[config.mk]
export PLATFORM = sky130hd
export DESIGN_NAME = rvh_l1d_mshr_file
export DESIGN_NICKNAME = d
export VERILOG_FILES = /design/src/rtl/rvh_l1d_pkg.sv /design/src/rtl/rvh_l1d_mshr_alloc.sv /design/src/rtl/rvh_l1d_mshr_file.sv
export SDC_FILE = /design/constraint.sdc
export NUM_CORES = 1
export LEC_CHECK = 0
export BUFFER_PORTS_ARGS = -buffer_cell sky130_fd_sc_hd__buf_4
export CAP_MARGIN = 5
export CORE_AREA = 10 10 206 208
export CTS_CLUSTER_SIZE = 24
export DETAILED_ROUTE_END_ITERATION = 7
export DIE_AREA = 0 0 216 218
export SYNTH_ARGS = -nofsm -noshare
export SYNTH_HDL_FRONTEND = slang
export SYNTH_SLANG_ARGS = --single-unit
[constraint.sdc]
create_clock -name clk -period 10.5 [get_ports clk]
set_clock_uncertainty 0.2 [all_clocks]
set_input_delay 0.525 -clock clk [delete_from_list [all_inputs] [get_ports clk]]
set_output_delay 0.525 -clock clk [all_outputs]
set_load 0.005 [all_outputs]
[src/rtl/rvh_l1d_pkg.sv]
// Shared L1D miss-handling types: MSHR entry state encoding and entry record.
package rvh_l1d_pkg;

  localparam int N_MSHR     = 4;
  localparam int LINE_OFS_W = 6;
  localparam int PADDR_W    = 56;
  localparam int REQ_TAG_W  = 8;
  localparam int LINE_W     = PADDR_W - LINE_OFS_W;

  typedef enum logic [1:0] {
    INVALID = 2'd0,
    PEND    = 2'd1,
    WAIT    = 2'd2
  } mshr_state_e;

  typedef struct packed {
    mshr_state_e            state;
    logic [LINE_W-1:0]      line;
    logic [REQ_TAG_W-1:0]   tag;
  } mshr_entry_t;

endpackage

[src/rtl/rvh_l1d_mshr_alloc.sv]
// Free-slot allocator: lowest-index free MSHR entry and number of free entries.
module rvh_l1d_mshr_alloc #(
  parameter int N_MSHR   = 4,
  parameter int N_MSHR_W = $clog2(N_MSHR)
) (
  input  logic [N_MSHR-1:0]   valid_i,
  output logic [N_MSHR_W-1:0] free_id_o,
  output logic                has_free_o,
  output logic [N_MSHR_W:0]   free_num_o
);

  always_comb begin
    free_id_o  = '0;
    has_free_o = 1'b0;
    free_num_o = '0;
    // Walk downwards so the last hit written is the lowest free index.
    for (int i = N_MSHR - 1; i >= 0; i--) begin
      if (!valid_i[i]) begin
        free_id_o  = N_MSHR_W'(i);
        has_free_o = 1'b1;
        free_num_o = free_num_o + (N_MSHR_W + 1)'(1);
      end
    end
  end

endmodule

[src/rtl/rvh_l1d_mshr_file.sv]
// L1D MSHR file: allocates entries on primary misses, issues L2 reads in
// index order, releases entries on refill and blocks duplicate line misses.
module rvh_l1d_mshr_file #(
  parameter int N_MSHR     = 4,
  parameter int N_MSHR_W   = $clog2(N_MSHR),
  parameter int PADDR_W    = 56,
  parameter int LINE_OFS_W = 6,
  parameter int REQ_TAG_W  = 8
) (
  input  logic                          clk,
  input  logic                          rst,
  input  logic                          miss_req_valid_i,
  input  logic [PADDR_W-1:0]            miss_req_paddr_i,
  input  logic [REQ_TAG_W-1:0]          miss_req_tag_i,
  output logic                          miss_req_ready_o,
  output logic [N_MSHR_W-1:0]           miss_req_id_o,
  output logic                          miss_hit_o,
  output logic [N_MSHR_W-1:0]           miss_hit_id_o,
  output logic                          l2_req_valid_o,
  input  logic                          l2_req_ready_i,
  output logic [N_MSHR_W-1:0]           l2_req_id_o,
  output logic [PADDR_W-LINE_OFS_W-1:0] l2_req_line_o,
  input  logic                          l2_resp_valid_i,
  input  logic [N_MSHR_W-1:0]           l2_resp_id_i,
  output logic [REQ_TAG_W-1:0]          refill_tag_o,
  output logic [N_MSHR-1:0]             mshr_valid_o,
  output logic [N_MSHR_W:0]             free_num_o,
  output logic                          err_o
);
  import rvh_l1d_pkg::*;

  mshr_entry_t                    entry_q [N_MSHR];
  mshr_entry_t                    entry_d [N_MSHR];
  logic                           err_q, err_d;
  logic                           hold_q, hold_d;
  logic [N_MSHR_W-1:0]            hold_id_q, hold_id_d;
  logic [PADDR_W-LINE_OFS_W-1:0]  req_line;
  logic [N_MSHR-1:0]              valid_vec;
  logic [N_MSHR_W-1:0]            free_id;
  logic                           has_free;
  logic                           hit_found;
  logic [N_MSHR_W-1:0]            hit_idx;
  logic                           pend_found;
  logic [N_MSHR_W-1:0]            pend_idx;
  logic [N_MSHR_W-1:0]            issue_id;

  rvh_l1d_mshr_alloc #(
    .N_MSHR   (N_MSHR),
    .N_MSHR_W (N_MSHR_W)
  ) u_alloc (
    .valid_i    (valid_vec),
    .free_id_o  (free_id),
    .has_free_o (has_free),
    .free_num_o (free_num_o)
  );

  always_comb begin
    req_line   = miss_req_paddr_i[PADDR_W-1:LINE_OFS_W];
    valid_vec  = '0;
    hit_found  = 1'b0;
    hit_idx    = '0;
    pend_found = 1'b0;
    pend_idx   = '0;
    for (int i = N_MSHR - 1; i >= 0; i--) begin
      valid_vec[i] = (entry_q[i].state != INVALID);
      if (valid_vec[i] && (entry_q[i].line == req_line)) begin
        hit_found = 1'b1;
        hit_idx   = N_MSHR_W'(i);
      end
      if (entry_q[i].state == PEND) begin
        pend_found = 1'b1;
        pend_idx   = N_MSHR_W'(i);
      end
    end
  end

  assign mshr_valid_o     = valid_vec;
  assign miss_hit_o       = miss_req_valid_i & hit_found;
  assign miss_hit_id_o    = miss_hit_o ? hit_idx : '0;
  assign miss_req_ready_o = miss_req_valid_i & has_free & ~hit_found;
  assign miss_req_id_o    = free_id;
  // A stalled request keeps its entry even if a lower slot becomes PEND meanwhile.
  assign issue_id         = hold_q ? hold_id_q : pend_idx;
  assign l2_req_valid_o   = pend_found;
  assign l2_req_id_o      = issue_id;
  assign l2_req_line_o    = entry_q[issue_id].line;
  assign refill_tag_o     = entry_q[l2_resp_id_i].tag;
  assign err_o            = err_q;

  always_comb begin
    entry_d   = entry_q;
    err_d     = err_q;
    hold_d    = pend_found & ~l2_req_ready_i;
    hold_id_d = issue_id;
    if (pend_found && l2_req_ready_i) begin
      entry_d[issue_id].state = WAIT;
    end
    if (l2_resp_valid_i) begin
      if (entry_q[l2_resp_id_i].state == WAIT) begin
        entry_d[l2_resp_id_i].state = INVALID;
      end else begin
        err_d = 1'b1;
      end
    end
    // Allocation targets a slot that is free before the edge, never one being refilled.
    if (miss_req_ready_o) begin
      entry_d[free_id].state = PEND;
      entry_d[free_id].line  = req_line;
      entry_d[free_id].tag   = miss_req_tag_i;
    end
  end

  always_ff @(posedge clk or posedge rst) begin
    if (rst) begin
      for (int i = 0; i < N_MSHR; i++) begin
        entry_q[i] <= '0;
      end
      err_q     <= 1'b0;
      hold_q    <= 1'b0;
      hold_id_q <= '0;
    end else begin
      entry_q   <= entry_d;
      err_q     <= err_d;
      hold_q    <= hold_d;
      hold_id_q <= hold_id_d;
    end
  end

endmodule
==> results of run 1 <==
## cells in the mapped netlist, types with 6 or more instances
cell type / number
nand2b_1: 10
nand4_1: 15
buf_6: 24
nand2_1: 11
mux2_4: 228
clkbuf_1: 7
nor2b_1: 8
buf_12: 7
xnor2_1: 21
mux4_2: 58
xor2_1: 164
nor4_1: 37
dfrtp_1: 244
nor3_1: 6
buf_2: 45
inv_1: 26
nor2_1: 12
## sequential cells by signal (all words and copies together), names as in the netlist
signal     count
entry_q      240
hold_id_q      2
err_o          1
hold_q         1
## layout make-up
cell class / count / area [um2] / share of cell area
Timing Repair Buffer: 154 / 1170 / 0.0710
Antenna cell: 1 / 2.50 / 0.000152
Tap cell: 518 / 648 / 0.0394
Inverter: 29 / 116 / 0.00707
Clock inverter: 4 / 26.3 / 0.00160
Multi-Input combinational cell: 639 / 7500 / 0.456
Sequential cell: 244 / 6110 / 0.371
Clock buffer: 48 / 890 / 0.0541
## stage by stage
| stage | setup slack [ns] | utilization | std cells | area [um2] | hold slack, ns |
|---|---|---|---|---|---|
| final | 6.12 | 0.430 | 1637 | 16500 | 0.0243 |
| after global routing | 5.97 | 0.430 | 1636 | 16500 | 0.0103 |
| after floorplan | 3.07 | - | 1003 | 14400 | 0.251 |
| after global placement | 6.23 | 0.404 | 1579 | 15500 | 0.252 |
| after CTS | 6.18 | 0.430 | 1636 | 16500 | 0.00183 |
| after detailed placement | 6.19 | 0.404 | 1579 | 15500 | 0.249 |
## kinds of logic (layout without fill, tap and decap cells)
kind of cell	Yosys count	count (layout)	synth area share
multiplexers	291	291	0.332
flip-flops	244	244	0.424
XOR/XNOR	185	185	0.112
AND/OR/NAND/NOR	123	123	0.0521
other	0	1	0
adder cells (fa/ha/maj)	5	5	0.00434
buffers and inverters	120	235	0.0566
AO/OA/AOI/OAI	35	35	0.0192
## power breakdown
part           internal [mW]  switching (mW)  leakage (nW)
registers               1.43           0.448          2.91
clock network          0.574           0.403         0.450
logic                   1.84            1.34          3.94
total                   3.84            2.19          7.30
## path summary, 6_finish.rpt
check	endpoint	slack (ns)	cells past startpoint
setup reg to reg	entry_q[72]$_DFFE_PP0P_	6.12	9
hold / removal	entry_q[183]$_DFFE_PP0P_	0.02	2
min in group asynchronous	entry_q[6]$_DFFE_PP0P_	0.42	3
setup / recovery	entry_q[72]$_DFFE_PP0P_	6.12	9
max in group asynchronous	entry_q[191]$_DFFE_PP0P_	7.21	5
hold reg to reg	err_o$_DFFE_PP0P_	0.27	1
## metal layers
metal  track usage  part of all wire  up-vias
li1              -                 -     3756
met1         0.236              0.45     4466
met2         0.273              0.47      211
met3        0.0497             0.069       43
met4        0.0291             0.015        4
met5             0           0.00075        -
## cells in the final DEF, fill, tap and decap left out, types with 12 or more instances in the layout
| cell | n |
|---|---|
| clkbuf_1 | 12 |
| nand4_1 | 15 |
| nor2_1 | 12 |
| xor2_1 | 164 |
| mux4_2 | 58 |
| xnor2_1 | 21 |
| dfrtp_1 | 244 |
| inv_1 | 25 |
| buf_4 | 149 |
| mux2_4 | 228 |
| nor4_1 | 37 |
| clkbuf_16 | 31 |
==> reports/results.tsv, run 1 <==
metric	value	unit
Routed Antenna Nets	0	
IO Port Bufs	139	
vias	8480	
Area Growth Syn to Fin	14.2	%
Worst-Margin Slew	1.17	ns
CP max-delay cell	buf_4	
Die ar.	0.0471	mm2
synthesized cell area	0.0144	mm2
cells along the critical path	nor2_1, a221oi_1, nand4_1, nor2_1, a311oi_1, buf_4, and4b_4, buf_4, mux2_4	
FILL cells	3525	
outcome	finished, final reports clean	
number of synthesized flops with an enable pin	0	
Clock transition at path regs	0.06	ns
chip width	216	um
reg2reg start	entry_q[178]$_DFF_PP0_	
Critical Path Start	entry_q[178]$_DFF_PP0_	
CTS max path bufs	3	
TritonCTS buffer count	30	
Tot Pwr	6.03	mW
Syn Inst Count	1003	
hpwl dp	29.0	mm
post-CTS setup buffer count	0	
Worst setup SP type	flip-flop	
I/O pins	146	
# rows	72	
Final Cycle Share	0.418	
Synth Register Bits	244	
WL/cell	25.3	um
layout net count	1174	
Initial Util	0.376	
Req. time, crit path	10.74	ns
Crit Path Class	reg2reg	
die height	218	um
RSZ-0062 raised after global routing	false	
P per Cell Area	367	mW/mm2
syn_area_per_cell	14.4	um2
Root Buffer	clkbuf_16	
Net Count, Synth	1079	
fraction of layout cells with a size suffix above 1	0.437	
CTS sink cnt	244	
fmax	228	MHz
sequential element share of the synthesized area	0.424	
CTS tree	yes	
most used flip-flop cell after synthesis	dfrtp_1	
drt drc	0	
first-pass GRT wire length	61.9	mm
crit-path max FO	40	
via count of the first global-routing pass	9141	
Crit path buffers/inverters	2	
largest net degree at the start of global routing	93	
Leakage	7.30	nW
hold_sp	miss_req_tag_i[3]	
Hold Crit Class	in2reg	
total congestion overflow	0	
post-CTS resize count	0	
setup_tns	0	ns
final hold viol count	0	
First DRT Iteration DRCs	440	
H-tree levels	1	
fin. max-slew vios	0	
final setup fails	0	
Top Family by Delay on Critical Path	simple AND/OR/NAND/NOR gates	
FFs w/ async S/R, synth	1.00	
area share of the largest cell type after synthesis	0.424	
Max-Cap Viols	0	
largest area contributor in the netlist	dfrtp_1	
hold_buf cts	5	
First-pass DRT Iterations	5	
clk_lat worst skew	0.56	ns
initial antenna violation count	3	
peak supply drop	0.219	mV
Slew HR	0.221	
post-DR vias/cell	5.18	
GPL Wtd Cong	0.860	
Synthesis Warnings	0	
area of the core	0.0383	mm2
Yosys cell types	51	
GRT Util Overall	0.174	
slowest stage delay, CP	0.80	ns
crit path DAT	4.63	ns
final WL	41.5	mm
synth top area cells	dfrtp_1 (42%), mux2_4 (24%), xor2_1 (10%)	
Worst Setup End Kind	flip-flop	
post-layout min period	4.38	ns
(Power assumes the default switching activity.)
==> inputs of run 2 (changes only) <==
ABC_AREA = 1   (was unset)
CORE_AREA = 10 10 219 221   (was 10 10 206 208)
DIE_AREA = 0 0 229 231   (was 0 0 216 218)
clock period = 3.9 ns   (was 10.5 ns; I/O delays follow)
==> run 2 against run 1 <==
Design area rose by 19%. Highest routed layer is now met4. Critical endpoint is now miss_hit_id_o[0]. Sequential power rose to 2.6 times the previous value. Total power rose to 3.1 times the previous value. Non-clock buffer count rose by 90. Clock-buffer cell count fell by 5. Sequential share of layout area fell by 6.0 points. Sequential cell count did not move. Cell count rose by 96%. Critical path type is now reg2out. Critical path depth rose by 3.
==> reports/results.tsv, run 2 <==
metric	value	unit	change
outcome	finished, final reports clean		unchanged
area share of the largest cell type after synthesis	0.372		was 0.424
Crit Path Class	reg2out		was reg2reg
setup ws final	0.162	ns	was 6.12 ns
I/O pins	146		unchanged
RSZ-0062 raised after global routing	false		unchanged
fin util	0.449		was 0.430
fin. max-slew vios	0		unchanged
Die ar.	0.0529	mm2	was 0.0471 mm2
Syn Inst Count	2479		was 1003
chip width	229	um	was 216 um
Synthesis Warnings	0		unchanged
register share of total power	0.265		was 0.311
FFs w/ async S/R, synth	1.00		unchanged
CTS sink cnt	244		unchanged
post-layout min period	3.74	ns	
post-CTS setup buffer count	0		unchanged
clk_lat worst skew	0.62	ns	was 0.56 ns
die height	231	um	was 218 um
Leakage	10.1	nW	was 7.30 nW
total congestion overflow	0		unchanged
Worst-Margin Slew	1.19	ns	was 1.17 ns
commonest non-fill, non-tap cells in the layout	nand2_1 (1022), nand4_1 (283), dfrtp_1 (244)		was dfrtp_1 (244), mux2_4 (228), xor2_1 (164)
Synth top cells by count	nand2_1 (1024), nand4_1 (283), dfrtp_1 (244)		was dfrtp_1 (244), mux2_4 (228), xor2_1 (164)
Synth Register Bits	244		unchanged
Yosys cell types	40		was 51
final hold viol count	0		unchanged
TritonCTS buffer count	30		unchanged
post-DR vias/cell	5.73		was 5.18
vias	18400		was 8480
Max-Cap Viols	0		unchanged
Worst setup SP type	flip-flop		unchanged
final WL	82.3	mm	was 41.5 mm
P per Cell Area	939	mW/mm2	was 367 mW/mm2
syn_area_per_cell	6.63	um2	was 14.4 um2
Top Registers	entry_q x240, hold_id_q x2		unchanged
FF-to-FF setup slack	0.46	ns	was 6.12 ns
Routed Antenna Nets	0		unchanged
crit path DAT	3.34	ns	was 4.63 ns
sequential element share of the synthesized area	0.372		was 0.424
max reg flops	240		unchanged
H-tree levels	1		unchanged
Top reg by flops	entry_q		unchanged
Net Switching	9.50	mW	was 2.19 mW
WL/cell	25.7	um	was 25.3 um
final setup fails	0		unchanged
layout net count	2664		was 1174
GRT Util Overall	0.300		was 0.174
GPL Wtd Cong	1.04		was 0.860
fraction of layout cells with a size suffix above 1	0.0980		was 0.437
fmax	268	MHz	
Area Growth Syn to Fin	19.5	%	was 14.2%
peak supply drop	0.823	mV	was 0.219 mV
Clk pwr share	0.172		was 0.162
Initial Util	0.376		about the same
Gate power share	0.563		was 0.527
first-pass GRT wire length	120	mm	was 61.9 mm
hpwl dp	61.0	mm	was 29.0 mm
most common cell after layout, fill and taps aside	nand2_1		was dfrtp_1
IO Port Bufs	139		unchanged
Place WS	0.555	ns	was 6.19 ns
area of the core	0.0437	mm2	was 0.0383 mm2
Final Cycle Share	0.958		
largest area contributor in the netlist	dfrtp_1		unchanged
synthesized cell area	0.0164	mm2	was 0.0144 mm2
most common cell in the netlist	nand2_1		was dfrtp_1
crit-path max FO	16		was 40
Req. time, crit path	3.50	ns	was 10.74 ns
Pint	8.93	mW	was 3.84 mW
First DRT Iteration DRCs	2285		was 440
most used flip-flop cell after synthesis	dfrtp_1		unchanged
First-pass DRT Iterations	6		was 5
Worst Setup End Kind	output pin		was flip-flop
# rows	77		was 72
Root Buffer	clkbuf_16		unchanged
largest net degree at the start of global routing	112		was 93
CTS max path bufs	3		unchanged
initial antenna violation count	3		unchanged
setup_tns	0	ns	unchanged
via count of the first global-routing pass	17200		was 9141
Slew HR	0.208		was 0.221
CTS tree	yes		unchanged
Clock transition at path regs	0.06	ns	about the same
number of synthesized flops with an enable pin	0		unchanged
switch share	0.515		was 0.363
Diodes inserted	0		was 1
synth top area cells	dfrtp_1 (37%), nand2_1 (23%), nand4_1 (11%)		was dfrtp_1 (42%), mux2_4 (24%), xor2_1 (10%)
Hold Crit Class	in2reg		unchanged
Net Count, Synth	2555		was 1079
drt drc	0		unchanged
==> run 2: cell types whose count changed after synthesis, sizes merged, moves of 39 or more <==
cell / previous run / this run
inv: 29 / 245
mux2: 229 / 0
a22oi: 0 / 65
nor4: 40 / 1
nor2: 12 / 188
nand2: 11 / 1024
xor2: 164 / 10
o21ai: 2 / 66
mux4: 58 / 0
buf: 84 / 123
nand4: 15 / 283
==> run 2: power by group through the flow <==
| stage | Clock [mW] | Sequential, mW | Combinational [mW] |
|---|---|---|---|
| detailed placement | 0 | 4.87 | 10.2 |
| floorplan | 0 | 4.47 | 5.53 |
| finish | 3.17 | 4.89 | 10.4 |
| global route | 3.28 | 5.01 | 11.1 |
| CTS | 3.19 | 4.85 | 10.3 |
| global placement | 0 | 4.85 | 10.0 |
==> run 2: cell families after synthesis <==
group	after synthesis	share of synthesized area
compound gates	189	0.0779
xor+xnor	48	0.0256
fa+ha+maj	5	0.00381
buf+inv	412	0.106
flops	244	0.372
simple gates	1581	0.415
==> run 2: path summary, 6_finish.rpt <==
check,start,depth (start not counted),endpoint
setup / recovery,entry_q[212]$_DFFE_PP0P_,12,miss_hit_id_o[0]
hold / removal,l2_resp_id_i[1],6,entry_q[179]$_DFF_PP0_
setup reg to reg,entry_q[118]$_DFF_PP0_,10,entry_q[12]$_DFFE_PP0P_
hold reg to reg,entry_q[169]$_DFFE_PP0P_,2,entry_q[169]$_DFFE_PP0P_
max in group asynchronous,rst,4,entry_q[118]$_DFF_PP0_
min in group asynchronous,rst,3,entry_q[96]$_DFFE_PP0P_
==> run 2: final cells by class <==
| type | instances | area [um2] |
|---|---|---|
| Timing Repair Buffer | 244 | 2080 |
| Fill cell | 4617 | 24100 |
| Clock buffer | 43 | 880 |
| Tap cell | 592 | 741 |
| Inverter | 245 | 926 |
| Sequential cell | 244 | 6110 |
| Multi-Input combinational cell | 1823 | 8670 |
| Clock inverter | 13 | 233 |
==> run 2: timing repair <==
item / 4_1_cts / 5_1_grt
hold endpoints to repair: 269 / 0
gates resized for setup: 0 / 4
hold buffers: 64 / 0
endpoints found under the setup margin: 0 / 2
==> run 2: worst max-delay path, cell delays in order, from the launching register on <==
cell,delay [ns]
dfrtp_1,0.41
xnor2_1,0.45
nand2_1,0.17
nor2_1,0.14
nand3_1,0.17
nor2_1,0.12
nand2_1,0.08
nand2_1,0.14
nor2_4,0.14
nor2_2,0.28
inv_1,0.08
nor2_1,0.36
buf_4,0.19
==> run 2: layer usage <==
metal | global-route usage | part of all wire | vias up
li1 | - | - | 8306
met1 | 0.415 | 0.43 | 8973
met2 | 0.480 | 0.45 | 935
met3 | 0.0365 | 0.080 | 152
met4 | 0.0929 | 0.036 | 0
met5 | 0 | 0 | -
==> run 2: stage by stage <==
step	total power [mW]	instance area [um2]	hold WS, ns	std cells
2_1_floorplan	10.0	16400	0.0614	2479
3_3_place_gp	14.9	17900	0.159	3084
3_5_place_dp	15.0	17900	0.160	3084
4_1_cts	18.3	19600	0.0268	3204
5_1_grt	19.4	19600	0.0866	3204
6_report	18.4	19600	0.0500	3204
